File: src/rtl/serial_receiver.sv
// serial_receiver: reassembles a 32-bit word from 32/LENGTH chunks (MS chunk first), held until rxAck.
// Latency: 32/LENGTH+1 cycles from startRx with din valid every cycle; gaps stretch the frame 1:1.
// Backpressure: the held word blocks new frames until rxAck; chunks/starts arriving while held set sticky overrun.
// Optional feature: define SERIAL_RX_TIMEOUT_EN to abort a frame after TIMEOUT idle cycles (timeoutErr pulse).

module serial_receiver #(
   parameter int LENGTH  = 4,   // chunk width; must divide 32 (1, 2, 4, 8, 16, 32)
   parameter int TIMEOUT = 16   // idle cycles tolerated mid-frame, only with SERIAL_RX_TIMEOUT_EN
) (
   input  logic              clk,
   input  logic              reset,
   input  logic [LENGTH-1:0] din,
   input  logic              dinValid,
   input  logic              startRx,
   input  logic              rxAck,
   output logic [31:0]       dout,
   output logic              rxDone,
   output logic              rxBusy,
   output logic              overrun,
   output logic              timeoutErr
);

   // Number of chunks per word; the counter is 6 bits so LENGTH=1 (32 chunks) fits.
   localparam int         CHUNKS     = 32 / LENGTH;
   localparam logic [5:0] COUNT_LOAD = 6'(CHUNKS);

   typedef enum logic [1:0] {
      IDLE = 2'd0,
      RECV = 2'd1,
      HOLD = 2'd2
   } state_t;

   state_t      state;
   state_t      state_next;
   logic [31:0] shift_reg;
   logic [31:0] shift_next;
   logic [31:0] shift_in;      // shift register with the current chunk appended at the LSB end
   logic [5:0]  count;
   logic [5:0]  count_next;
   logic [31:0] dout_next;
   logic        overrun_next;
   logic        timeout_hit;   // abort request from the idle watchdog

   // A single chunk fills the whole word, so there is nothing to shift in that case.
   generate
      if (LENGTH == 32) begin : g_single_chunk
         assign shift_in = 32'(din);
      end else begin : g_multi_chunk
         assign shift_in = {shift_reg[31-LENGTH:0], din};
      end
   endgenerate

`ifdef SERIAL_RX_TIMEOUT_EN
   // Width holds TIMEOUT itself so the counter never wraps before the compare fires.
   localparam int IDLE_W = $clog2(TIMEOUT + 1);

   logic [IDLE_W-1:0] idle_cnt;

   // The abort fires on the edge that would complete the TIMEOUT-th consecutive idle cycle;
   // a restart or an accepted chunk in the same cycle takes precedence.
   assign timeout_hit = (state == RECV) && !startRx && !dinValid &&
                        (idle_cnt == IDLE_W'(TIMEOUT - 1));

   // Idle watchdog: counts dinValid-low cycles in RECV, cleared outside RECV and by any activity.
   always_ff @(posedge clk or posedge reset) begin
      if (reset) begin
         idle_cnt <= '0;
      end else if ((state != RECV) || startRx || dinValid) begin
         idle_cnt <= '0;
      end else begin
         idle_cnt <= idle_cnt + 1'b1;
      end
   end

   // One-cycle abort pulse, aligned with the FSM returning to IDLE.
   always_ff @(posedge clk or posedge reset) begin
      if (reset) begin
         timeoutErr <= 1'b0;
      end else begin
         timeoutErr <= timeout_hit;
      end
   end
`else
   // Without the watchdog RECV waits indefinitely for the remaining chunks.
   assign timeout_hit = 1'b0;
   assign timeoutErr  = 1'b0;
`endif

   // State, shift register, chunk counter, output word and sticky error flag.
   always_ff @(posedge clk or posedge reset) begin
      if (reset) begin
         state     <= IDLE;
         shift_reg <= '0;
         count     <= '0;
         dout      <= '0;
         overrun   <= 1'b0;
      end else begin
         state     <= state_next;
         shift_reg <= shift_next;
         count     <= count_next;
         dout      <= dout_next;
         overrun   <= overrun_next;
      end
   end

   // Next-state logic; startRx always wins inside RECV so a restart never captures its own-cycle din.
   always_comb begin
      state_next   = state;
      shift_next   = shift_reg;
      count_next   = count;
      dout_next    = dout;
      overrun_next = overrun;

      case (state)
         IDLE: begin
            if (startRx) begin
               state_next = RECV;
               count_next = COUNT_LOAD;
               shift_next = '0;
            end
         end

         RECV: begin
            if (startRx) begin
               // Restart: the partial word is dropped silently.
               count_next = COUNT_LOAD;
               shift_next = '0;
            end else if (dinValid) begin
               shift_next = shift_in;
               count_next = count - 6'd1;
               if (count == 6'd1) begin
                  dout_next  = shift_in;
                  state_next = HOLD;
               end
            end else if (timeout_hit) begin
               // Abandon the frame; dout keeps the last completed word.
               state_next = IDLE;
               shift_next = '0;
               count_next = '0;
            end
         end

         HOLD: begin
            if (rxAck) begin
               if (startRx) begin
                  state_next = RECV;
                  count_next = COUNT_LOAD;
                  shift_next = '0;
               end else begin
                  state_next = IDLE;
               end
            end else if (startRx || dinValid) begin
               // Sender did not wait for the consumer; the held word is preserved.
               overrun_next = 1'b1;
            end
         end

         default: begin
            state_next = IDLE;
         end
      endcase
   end

   // Status flags are pure state decodes, so they can never be high together.
   assign rxBusy = (state == RECV);
   assign rxDone = (state == HOLD);

endmodule

File: config.mk
export PLATFORM = sky130hd
export DESIGN_NAME = serial_receiver
export DESIGN_NICKNAME = d
export VERILOG_FILES = /design/src/rtl/serial_receiver.sv
export SDC_FILE = /design/constraint.sdc
export NUM_CORES = 1
export LEC_CHECK = 0
export CAP_MARGIN = 10
export CORE_MARGIN = 2
export CORE_UTILIZATION = 50
export DETAILED_ROUTE_END_ITERATION = 6
export GPL_ROUTABILITY_DRIVEN = 0
export PLACE_DENSITY = 0.77
export SETUP_SLACK_MARGIN = 0.1
export SYNTH_ARGS = -nofsm -noshare
export SYNTH_HDL_FRONTEND = slang
export SYNTH_SLANG_ARGS = --single-unit
File: constraint.sdc
create_clock -name clk -period 3.2 [get_ports clk]
set_input_delay 0.64 -clock clk [delete_from_list [all_inputs] [get_ports clk]]
set_output_delay 0.64 -clock clk [all_outputs]
set_load 0.01 [all_outputs]
==> flow_summary.json, run 1 <==
{
  "status": "completed",
  "crit_buf_inv": 1,
  "remaining_drc_errors": 0,
  "syn_inst": 187,
  "setup_slack_ns": 0.8866,
  "min_to": "overrun",
  "worstReg2RegEnd": "dout[22]",
  "cts_tree": "built",
  "clkPwrFrac": 0.330,
  "max_freq_mhz": 432.3,
  "synth.distinct_cells": 34,
  "yosysSeqAreaShare": 0.6069,
  "fillers": 414,
  "syn_nets": 198,
  "holdCritStartpoint": "overrun",
  "crit_type": "input pin to flip-flop",
  "cp_cell_sequence": "clkdlybuf4s50_1, nor2b_2, and3_1, and2_4, mux2_2",
  "yosys-top-cells-area": "dfrtp_1, mux2_4, a22o_1, buf_12, mux2_2",
  "dp.cells": 293,
  "power_density_nw_per_um2": 574.5,
  "rrSetupSlack_ns": 1.06,
  "async_reset_ff_frac": 1.000,
  "vias_per_cell": 5.341,
  "period_needed_ns": 2.313,
  "synth_edf_count": 0,
  "critPathMaxStageDelay_ns": 0.54,
  "wl_met3_um": 193,
  "synth_top_flop_cell": "dfrtp_1",
  "post_drt_wl_per_cell_um": 15.60,
  "finalSetupViolCount": 0,
  "power_frac_seq": 0.509,
  "met2WireLength_um": 2142,
  "preCtsSetupSlack_ns": 0.5456,
  "synth_warnings": 0,
  "num_vias": 1645,
  "grt_pass1_vias": 1647,
  "final-max-slew-violation-count": 0,
  "rsz0062_at_grt": "no",
  "tightest_slew_ns": 0.8550,
  "hold_violations": 0,
  "layout-drive-gt1-share": 0.2373,
  "synth_area_um2": 2845,
  "dieHeight_um": 79.44,
  "dp_hpwl_um": 3005,
  "critPathMaxFanout": 33,
  "synth.most_common_cell": "dfrtp_1",
  "power_frac_comb": 0.161,
  "initial_core_util": 0.5167,
  "highest_layer": "met4",
  "placeableCoreArea_um2": 5507,
  "synth.area.mux_share": 0.1649,
  "ff2ff_path_depth": 4,
  "drtIter0Drc": 81,
  "synth_top_area_cell": "dfrtp_1",
  "io_buffers": 43,
  "start_kind": "input pin",
  "dieArea_um2": 6310,
  "synth_fa_ha_area_frac": 0.008795,
  "finalCritPeriodShare": 0.7229,
  "power.leakage_nw": 1.613,
  "r2r_start": "count[2]",
  "maxCapViolCount": 0,
  "crit_family": "simple AND/OR/NAND/NOR gates",
  "ys_ff_latch": 69,
  "critPathRequiredTime_ns": 3.42,
  "die_w_um": 79.44,
  "final_nets": 243,
  "ant_nets": 0,
  "numCtsBuffers": 9,
  "worstPathArrival_ns": 2.53,
  "first_pass_iters": 4,
  "io-pin-count": 45,
  "synth.top_cells.by_count": "dfrtp_1, a22o_1, mux2_4",
  "synth_xor_area_frac": 0,
  "cpMaxStageDelayCell": "clkdlybuf4s50_1",
  "p_switching_w": 0.0005175,
  "avgSynthCellArea_um2": 15.22,
  "wl_met1_um": 2376,
  "stdcell_count": 308,
  "netlist.area_leader.share": 0.6069,
  "clock-sinks": 69,
  "htreeDepth": 3,
  "antenna_found_initial": 0,
  "clockBufferDepth": 2,
  "clk_transition_reported_paths_ns": 0.07,
  "postRouteWirelength_um": 4805,
  "grtUsageTotal": 0.1696,
  "cts-hold-fix-buffers": 0,
  "min_path_type": "flip-flop to flip-flop",
  "post_cts_buffers": 0,
  "fp-row-count": 27,
  "vdd_drop_max_v": 0.0002939,
  "area_growth_pct": 21.37,
  "synth-simple-area-share": 0.04749,
  "worst_setup_path_end_kind": "flip-flop",
  "clock_skew_ns": 0.006349,
  "hold_depth": 1,
  "synth_compound_area_frac": 0.1205,
  "worstSkewPairLatency_ns": 0.33,
  "antennaDiodeCount": 0,
  "sw_frac_of_total": 0.2609,
  "relSlewSlack": 0.4300,
  "grt_start_max_net_pins": 70,
  "cts-resized-gates": 0,
  "tns_ns": 0,
  "synth_top_family_by_area": "multiplexers",
  "grt_overflow": 0,
  "largest_reg_flops": 32,
  "grt_pass1_wl_um": 8045,
  "cts_root_buf": "clkbuf_8",
  "hold_ws_ns": 0.4723,
  "p_int_w": 0.001466
}
-- how the worst max path moves through the flow --
stage	slack, ns	to	cells after the start	start
after floorplan	0.82	count[0]	1	reset
after global placement	0.60	dout[22]	5	startRx
after detailed placement	0.55	dout[22]	5	startRx
after CTS	0.90	dout[22]	5	startRx
after global routing	0.79	dout[21]	5	startRx
final	0.89	dout[22]	5	dinValid
-- kinds of logic (layout without fill, tap and decap cells) --
logic type / after synthesis / count (layout)
AO/OA/AOI/OAI: 42 / 42
adder cells (fa/ha/maj): 2 / 2
AND/OR/NAND/NOR: 23 / 23
multiplexers: 32 / 32
flip-flops: 69 / 69
other: 1 / 1
buffers and inverters: 18 / 67
-- power groups by stage --
stage	Combinational [W]	Sequential (W)	Clock, W
4_1_cts	0.000322	0.00101	0.000671
3_3_place_gp	0.000314	0.00102	0
6_report	0.000320	0.00101	0.000655
5_1_grt	0.000345	0.00102	0.000715
2_1_floorplan	0.000187	0.00103	0
3_5_place_dp	0.000320	0.00102	0
-- final cells by class --
cell class / instances / area (µm²) / area share
clock inverter: 5 / 52.55 / 0.01522
timing repair buffer: 46 / 452.9 / 0.1312
tap: 72 / 90.09 / 0.02609
sequential: 69 / 1727 / 0.5000
clock buffer: 10 / 127.6 / 0.03696
multi-input combinational: 100 / 980.9 / 0.2841
inverter: 6 / 22.52 / 0.006522
-- worst register-to-register path, cell delays in order, from the launching register on --
cell	delay (ns)
dfrtp_1	0.44
nor4_2	0.38
and3_1	0.23
and2_4	0.54
mux2_2	0.43
-- layout by cell type (no fill, tap or decap), types with 2 or more instances in the layout --
| cell | synthesis | final |
|---|---|---|
| clkbuf_8 | 0 | 9 |
| nor2b_1 | 2 | 2 |
| buf_4 | 1 | 3 |
| and3_1 | 2 | 2 |
| nor2_1 | 3 | 3 |
| mux2_2 | 3 | 3 |
| nor3_1 | 2 | 2 |
| ha_1 | 2 | 2 |
| inv_2 | 1 | 2 |
| a22o_1 | 29 | 29 |
| mux2_4 | 29 | 29 |
| clkinv_2 | 0 | 3 |
| dfrtp_1 | 69 | 69 |
| clkdlybuf4s50_1 | 0 | 43 |
| o21ai_0 | 2 | 2 |
| a31oi_1 | 4 | 4 |
| nand2_1 | 5 | 5 |
| nand2b_1 | 2 | 2 |
| inv_1 | 5 | 4 |
-- layer usage --
layer / global-route usage / vias to the layer above
met4: 0.07931 / 0
met3: 0.05317 / 9
met1: 0.2405 / 815
met5: 0 / -
met2: 0.2378 / 47
li1: - / 774
-- per-stage QoR --
step | instance area [µm²] | utilization | power (W)
6_report | 3453 | 0.6271 | 0.001984
5_1_grt | 3453 | 0.6271 | 0.002080
4_1_cts | 3453 | 0.6271 | 0.002002
3_5_place_dp | 3273 | 0.5944 | 0.001342
3_3_place_gp | 3273 | 0.5944 | 0.001334
2_1_floorplan | 2845 | - | 0.001213
Power figures use the tool's default switching activity.
==> inputs of run 2 (changes only) <==
clock period = 2.3 ns   (was 3.2 ns; I/O delays follow)
==> flow_summary.json, run 2 (same netlist as run 1, synthesis figures left out) <==
{
  "ant_nets": 0,
  "cp_cell_sequence": "nand2b_1, inv_2, clkdlybuf4s50_1",
  "clock_skew_ns": 0.007440,
  "fp-row-count": 27,
  "worstPathArrival_ns": 1.66,
  "layout_common_cells": "dfrtp_1, clkdlybuf4s50_1, a22o_1, mux2_4, clkbuf_8",
  "ff2ff_path_depth": 5,
  "critPathMaxFanout": 6,
  "cts-resized-gates": 0,
  "start_kind": "flip-flop",
  "rsz0062_at_grt": "no",
  "clk_transition_reported_paths_ns": 0.07,
  "clockBufferDepth": 2,
  "area_growth_pct": 24.63,
  "placeableCoreArea_um2": 5507,
  "first_pass_iters": 4,
  "critPathRequiredTime_ns": 1.84,
  "final_nets": 248,
  "cts_tree": "built",
  "max_freq_mhz": 472.5,
  "cpMaxStageDelayCell": "clkdlybuf4s50_1",
  "cts-hold-fix-buffers": 0,
  "dieArea_um2": 6310,
  "hold_ws_ns": 0.4749,
  "crit_start": "state[1]",
  "holdCritStartpoint": "overrun",
  "grt_pass1_wl_um": 8328,
  "remaining_drc_errors": 0,
  "drtIter0Drc": 116,
  "preCtsSetupSlack_ns": 0.09986,
  "maxCapViolCount": 0,
  "grt_pass1_vias": 1690,
  "num_vias": 1704,
  "io-pin-count": 45,
  "finalCritPeriodShare": 0.9202,
  "layout-drive-gt1-share": 0.2603,
  "p_switching_w": 0.0007735,
  "min_path_type": "flip-flop to flip-flop",
  "largest_reg_flops": 32,
  "utilization": 0.6439,
  "finalSetupViolCount": 0,
  "r2r_start": "count[2]",
  "vdd_drop_max_v": 0.0004720,
  "power_frac_comb": 0.160,
  "p_int_w": 0.002067,
  "worst_setup_path_end_kind": "output port",
  "finalPower_w": 0.002840,
  "critPathMaxStageDelay_ns": 0.55,
  "hold_depth": 1,
  "grt_start_max_net_pins": 70,
  "htreeDepth": 3,
  "dieHeight_um": 79.44,
  "power_frac_seq": 0.494,
  "clkPwrFrac": 0.347,
  "antenna_found_initial": 0,
  "period_needed_ns": 2.116,
  "cts_root_buf": "clkbuf_8",
  "grt_overflow": 0,
  "numCtsBuffers": 9,
  "final-max-slew-violation-count": 0,
  "final_common_cell": "dfrtp_1",
  "dp_hpwl_um": 3263,
  "status": "completed",
  "grtUsageTotal": 0.1734,
  "die_w_um": 79.44,
  "initial_core_util": 0.5167,
  "power.leakage_nw": 1.657,
  "io_buffers": 43,
  "tns_ns": 0,
  "hold_violations": 0,
  "post_cts_buffers": 0,
  "sw_frac_of_total": 0.2724,
  "postRouteWirelength_um": 4962,
  "worstSkewPairLatency_ns": 0.34,
  "antennaDiodeCount": 0,
  "vias_per_cell": 5.427,
  "crit_type": "flip-flop to output port",
  "setup_slack_ns": 0.1836,
  "power_density_nw_per_um2": 800.9,
  "post_drt_wl_per_cell_um": 15.80,
  "clock-sinks": 69
}
-- run 2: cell count changes in the layout (fill, tap and decap cells not counted), sizes merged --
cell / previous run / this run
buf: 3 / 8
clkbuf: 10 / 9
inv: 6 / 8
-- run 2: final cells by class --
type                       instances  area, µm²
timing repair buffer              51      528.0
multi-input combinational        100      980.9
fill                             424       1961
clock buffer                       9      123.9
sequential                        69       1727
clock inverter                     7      73.82
tap                               72      90.09
inverter                           6      22.52
-- run 2: worst max-delay path, delay by kind of cell (launching register included) --
kind	cells	cell delay (ns)
and+or+nand+nor	1	0.23
DFF	1	0.40
buffers and inverters	2	0.69
-- run 2: per-layer routing --
layer / share of wire / vias to the layer above / GRT usage / wire length (µm)
met2: 0.47 / 41 / 0.2538 / 2330
met4: 0.015 / 0 / 0.07586 / 74
met1: 0.47 / 872 / 0.2416 / 2349
met5: 0 / - / 0 / 0
met3: 0.042 / 9 / 0.04977 / 208
li1: - / 782 / - / -
-- run 2: power by group through the flow --
| stage | Combinational, W | Clock [W] | Sequential [W] |
|---|---|---|---|
| finish | 0.000453 | 0.000984 | 0.00140 |
| global placement | 0.000444 | 0 | 0.00142 |
| floorplan | 0.000261 | 0 | 0.00143 |
| CTS | 0.000459 | 0.000998 | 0.00140 |
| global route | 0.000502 | 0.00106 | 0.00142 |
| detailed placement | 0.000458 | 0 | 0.00142 |
-- run 2: stage by stage --
step | std cells | area, µm²
floorplan | 187 | 2845
global placement | 298 | 3348
detailed placement | 298 | 3348
CTS | 314 | 3546
global route | 314 | 3546
finish | 314 | 3546
-- run 2: final timing paths --
check / end / slack (ns)
min reg2reg: overrun / 0.47
max in group asynchronous: dout[26] / 1.52
min in group asynchronous: dout[0] / 0.50
max reg2reg: dout[17] / 0.52
max: rxBusy / 0.18
min: overrun / 0.47
==> inputs of run 3 (changes only) <==
--- a/config.mk
+++ b/config.mk
@@ -12,2 +12,3 @@
 export GPL_ROUTABILITY_DRIVEN = 0
+export MAX_ROUTING_LAYER = met4
 export PLACE_DENSITY = 0.77
==> constraint.sdc (replaced) <==
create_clock -name clk -period 2.7 [get_ports clk]
set_input_delay 0.27 -clock clk [delete_from_list [all_inputs] [get_ports clk]]
set_output_delay 0.27 -clock clk [all_outputs]
set_load 0.01 [all_outputs]
==> flow_summary.json, run 3 (same netlist as run 1, synthesis figures left out) <==
{
  "fp-row-count": 27,
  "worstSkewPairLatency_ns": 0.33,
  "clkPwrFrac": 0.313,
  "io-pin-count": 45,
  "p_switching_w": 0.0006204,
  "cts-hold-fix-buffers": 0,
  "power_frac_comb": 0.167,
  "cts_root_buf": "clkbuf_8",
  "worstPathArrival_ns": 2.22,
  "grt_pass1_vias": 1733,
  "vias_per_cell": 5.419,
  "dp.cells": 295,
  "finalSetupViolCount": 0,
  "die_w_um": 79.44,
  "vdd_drop_max_v": 0.0003663,
  "post_drt_wl_per_cell_um": 15.86,
  "status": "completed",
  "dp_hpwl_um": 3205,
  "tightest_slew_ns": 0.7350,
  "postRouteWirelength_um": 4917,
  "grt_start_max_net_pins": 49,
  "final-max-slew-violation-count": 0,
  "power.leakage_nw": 1.620,
  "remaining_drc_errors": 0,
  "final-seq-area_um2": 1727,
  "rsz0062_at_grt": "no",
  "cts_tree": "built",
  "clock-sinks": 69,
  "area_growth_pct": 22.30,
  "critPathMaxFanout": 19,
  "power_frac_seq": 0.520,
  "first_pass_iters": 4,
  "initial_core_util": 0.5167,
  "worst_setup_path_end_kind": "flip-flop",
  "largest_reg_flops": 32,
  "period_needed_ns": 1.997,
  "grt_overflow": 0,
  "dieArea_um2": 6310,
  "clk_transition_reported_paths_ns": 0.07,
  "final_nets": 245,
  "post_cts_buffers": 0,
  "sw_frac_of_total": 0.2701,
  "io_buffers": 43,
  "clockBufferDepth": 2,
  "crit_type": "flip-flop to flip-flop",
  "antenna_found_initial": 0,
  "ff2ff_path_depth": 5,
  "num_vias": 1680,
  "numCtsBuffers": 9,
  "max_freq_mhz": 500.8,
  "dieHeight_um": 79.44,
  "ant_nets": 0,
  "drtIter0Drc": 144,
  "finalCritPeriodShare": 0.7396,
  "clock_skew_ns": 0.006733,
  "tns_ns": 0,
  "min_path_type": "input pin to async pin",
  "layout-drive-gt1-share": 0.2437,
  "power_density_nw_per_um2": 660.2,
  "p_int_w": 0.001677,
  "maxCapViolCount": 0,
  "grtUsageTotal": 0.1820,
  "hold_violations": 0,
  "rrSetupSlack_ns": 0.70,
  "multiInputGateArea_um2": 980.9,
  "final_common_cell": "dfrtp_1",
  "fillers": 435,
  "critPathRequiredTime_ns": 2.92,
  "start_kind": "flip-flop",
  "layout_common_cells": "dfrtp_1, clkdlybuf4s50_1, a22o_1, mux2_4, clkbuf_8",
  "placeableCoreArea_um2": 5507,
  "cts-resized-gates": 0,
  "htreeDepth": 3,
  "grt_pass1_wl_um": 8521,
  "relSlewSlack": 0.5100,
  "stdcell_count": 310,
  "antennaDiodeCount": 0
}
-- run 3: changes by cell type in the layout (fill, tap and decap cells not counted) --
cell | previous run | this run
inv_6 | 2 | 0
bufinv_16 | 1 | 0
clkinvlp_4 | 1 | 2
clkinv_4 | 1 | 0
clkbuf_8 | 9 | 10
buf_4 | 5 | 3
clkbuf_1 | 0 | 1
buf_12 | 3 | 2
-- run 3: area by class of cell --
| class | instances | share of cell area |
|---|---|---|
| sequential | 69 | 0.4962 |
| multi-input combinational | 100 | 0.2819 |
| timing repair buffer | 48 | 0.1417 |
| clock buffer | 11 | 0.04063 |
| tap | 72 | 0.02589 |
| clock inverter | 4 | 0.007192 |
| inverter | 6 | 0.006472 |
-- run 3: worst paths after layout --
check / start / to
max: count[2] / dout[5]
min: reset / shift_reg[1]
max reg2reg: count[2] / dout[5]
min reg2reg: overrun / overrun
max in group asynchronous: reset / dout[21]
min in group clk: overrun / overrun
-- run 3: per-layer routing --
layer | share of wire | wire, µm | track usage | vias to the layer above
met5 | 0 | 0 | - | -
met4 | 0.022 | 110 | 0.08621 | 0
met3 | 0.041 | 200 | 0.04412 | 13
met2 | 0.46 | 2257 | 0.2571 | 43
met1 | 0.48 | 2349 | 0.2494 | 853
li1 | - | - | - | 771
-- run 3: worst max-delay path, cell delays in order, from the launching register on --
cell	delay, ns
dfrtp_1	0.44
nor4_2	0.34
and3_1	0.22
and2_4	0.32
buf_12	0.24
mux2_4	0.32
-- run 3: power by group through the flow --
| stage | combinational (W) | clock (W) | sequential [W] |
|---|---|---|---|
| detailed placement | 0.000388 | 0 | 0.00121 |
| global placement | 0.000375 | 0 | 0.00121 |
| finish | 0.000384 | 0.000718 | 0.00119 |
| CTS | 0.000387 | 0.000731 | 0.00120 |
| global route | 0.000419 | 0.000788 | 0.00121 |
| floorplan | 0.000222 | 0 | 0.00122 |
-- run 3: per-stage QoR --
| stage | hold WS (ns) | power [W] | instance area [µm²] | utilization | setup WS (ns) |
|---|---|---|---|---|---|
| after detailed placement | 0.4653 | 0.001597 | 3313 | 0.6017 | 0.4598 |
| after floorplan | 0.4025 | 0.001438 | 2845 | - | 0.6901 |
| after global routing | 0.3205 | 0.002414 | 3480 | 0.6319 | 0.5921 |
| after CTS | 0.2809 | 0.002313 | 3480 | 0.6319 | 0.7040 |
| final | 0.2717 | 0.002297 | 3480 | 0.6319 | 0.7031 |
| after global placement | 0.4608 | 0.001586 | 3313 | 0.6017 | 0.5510 |
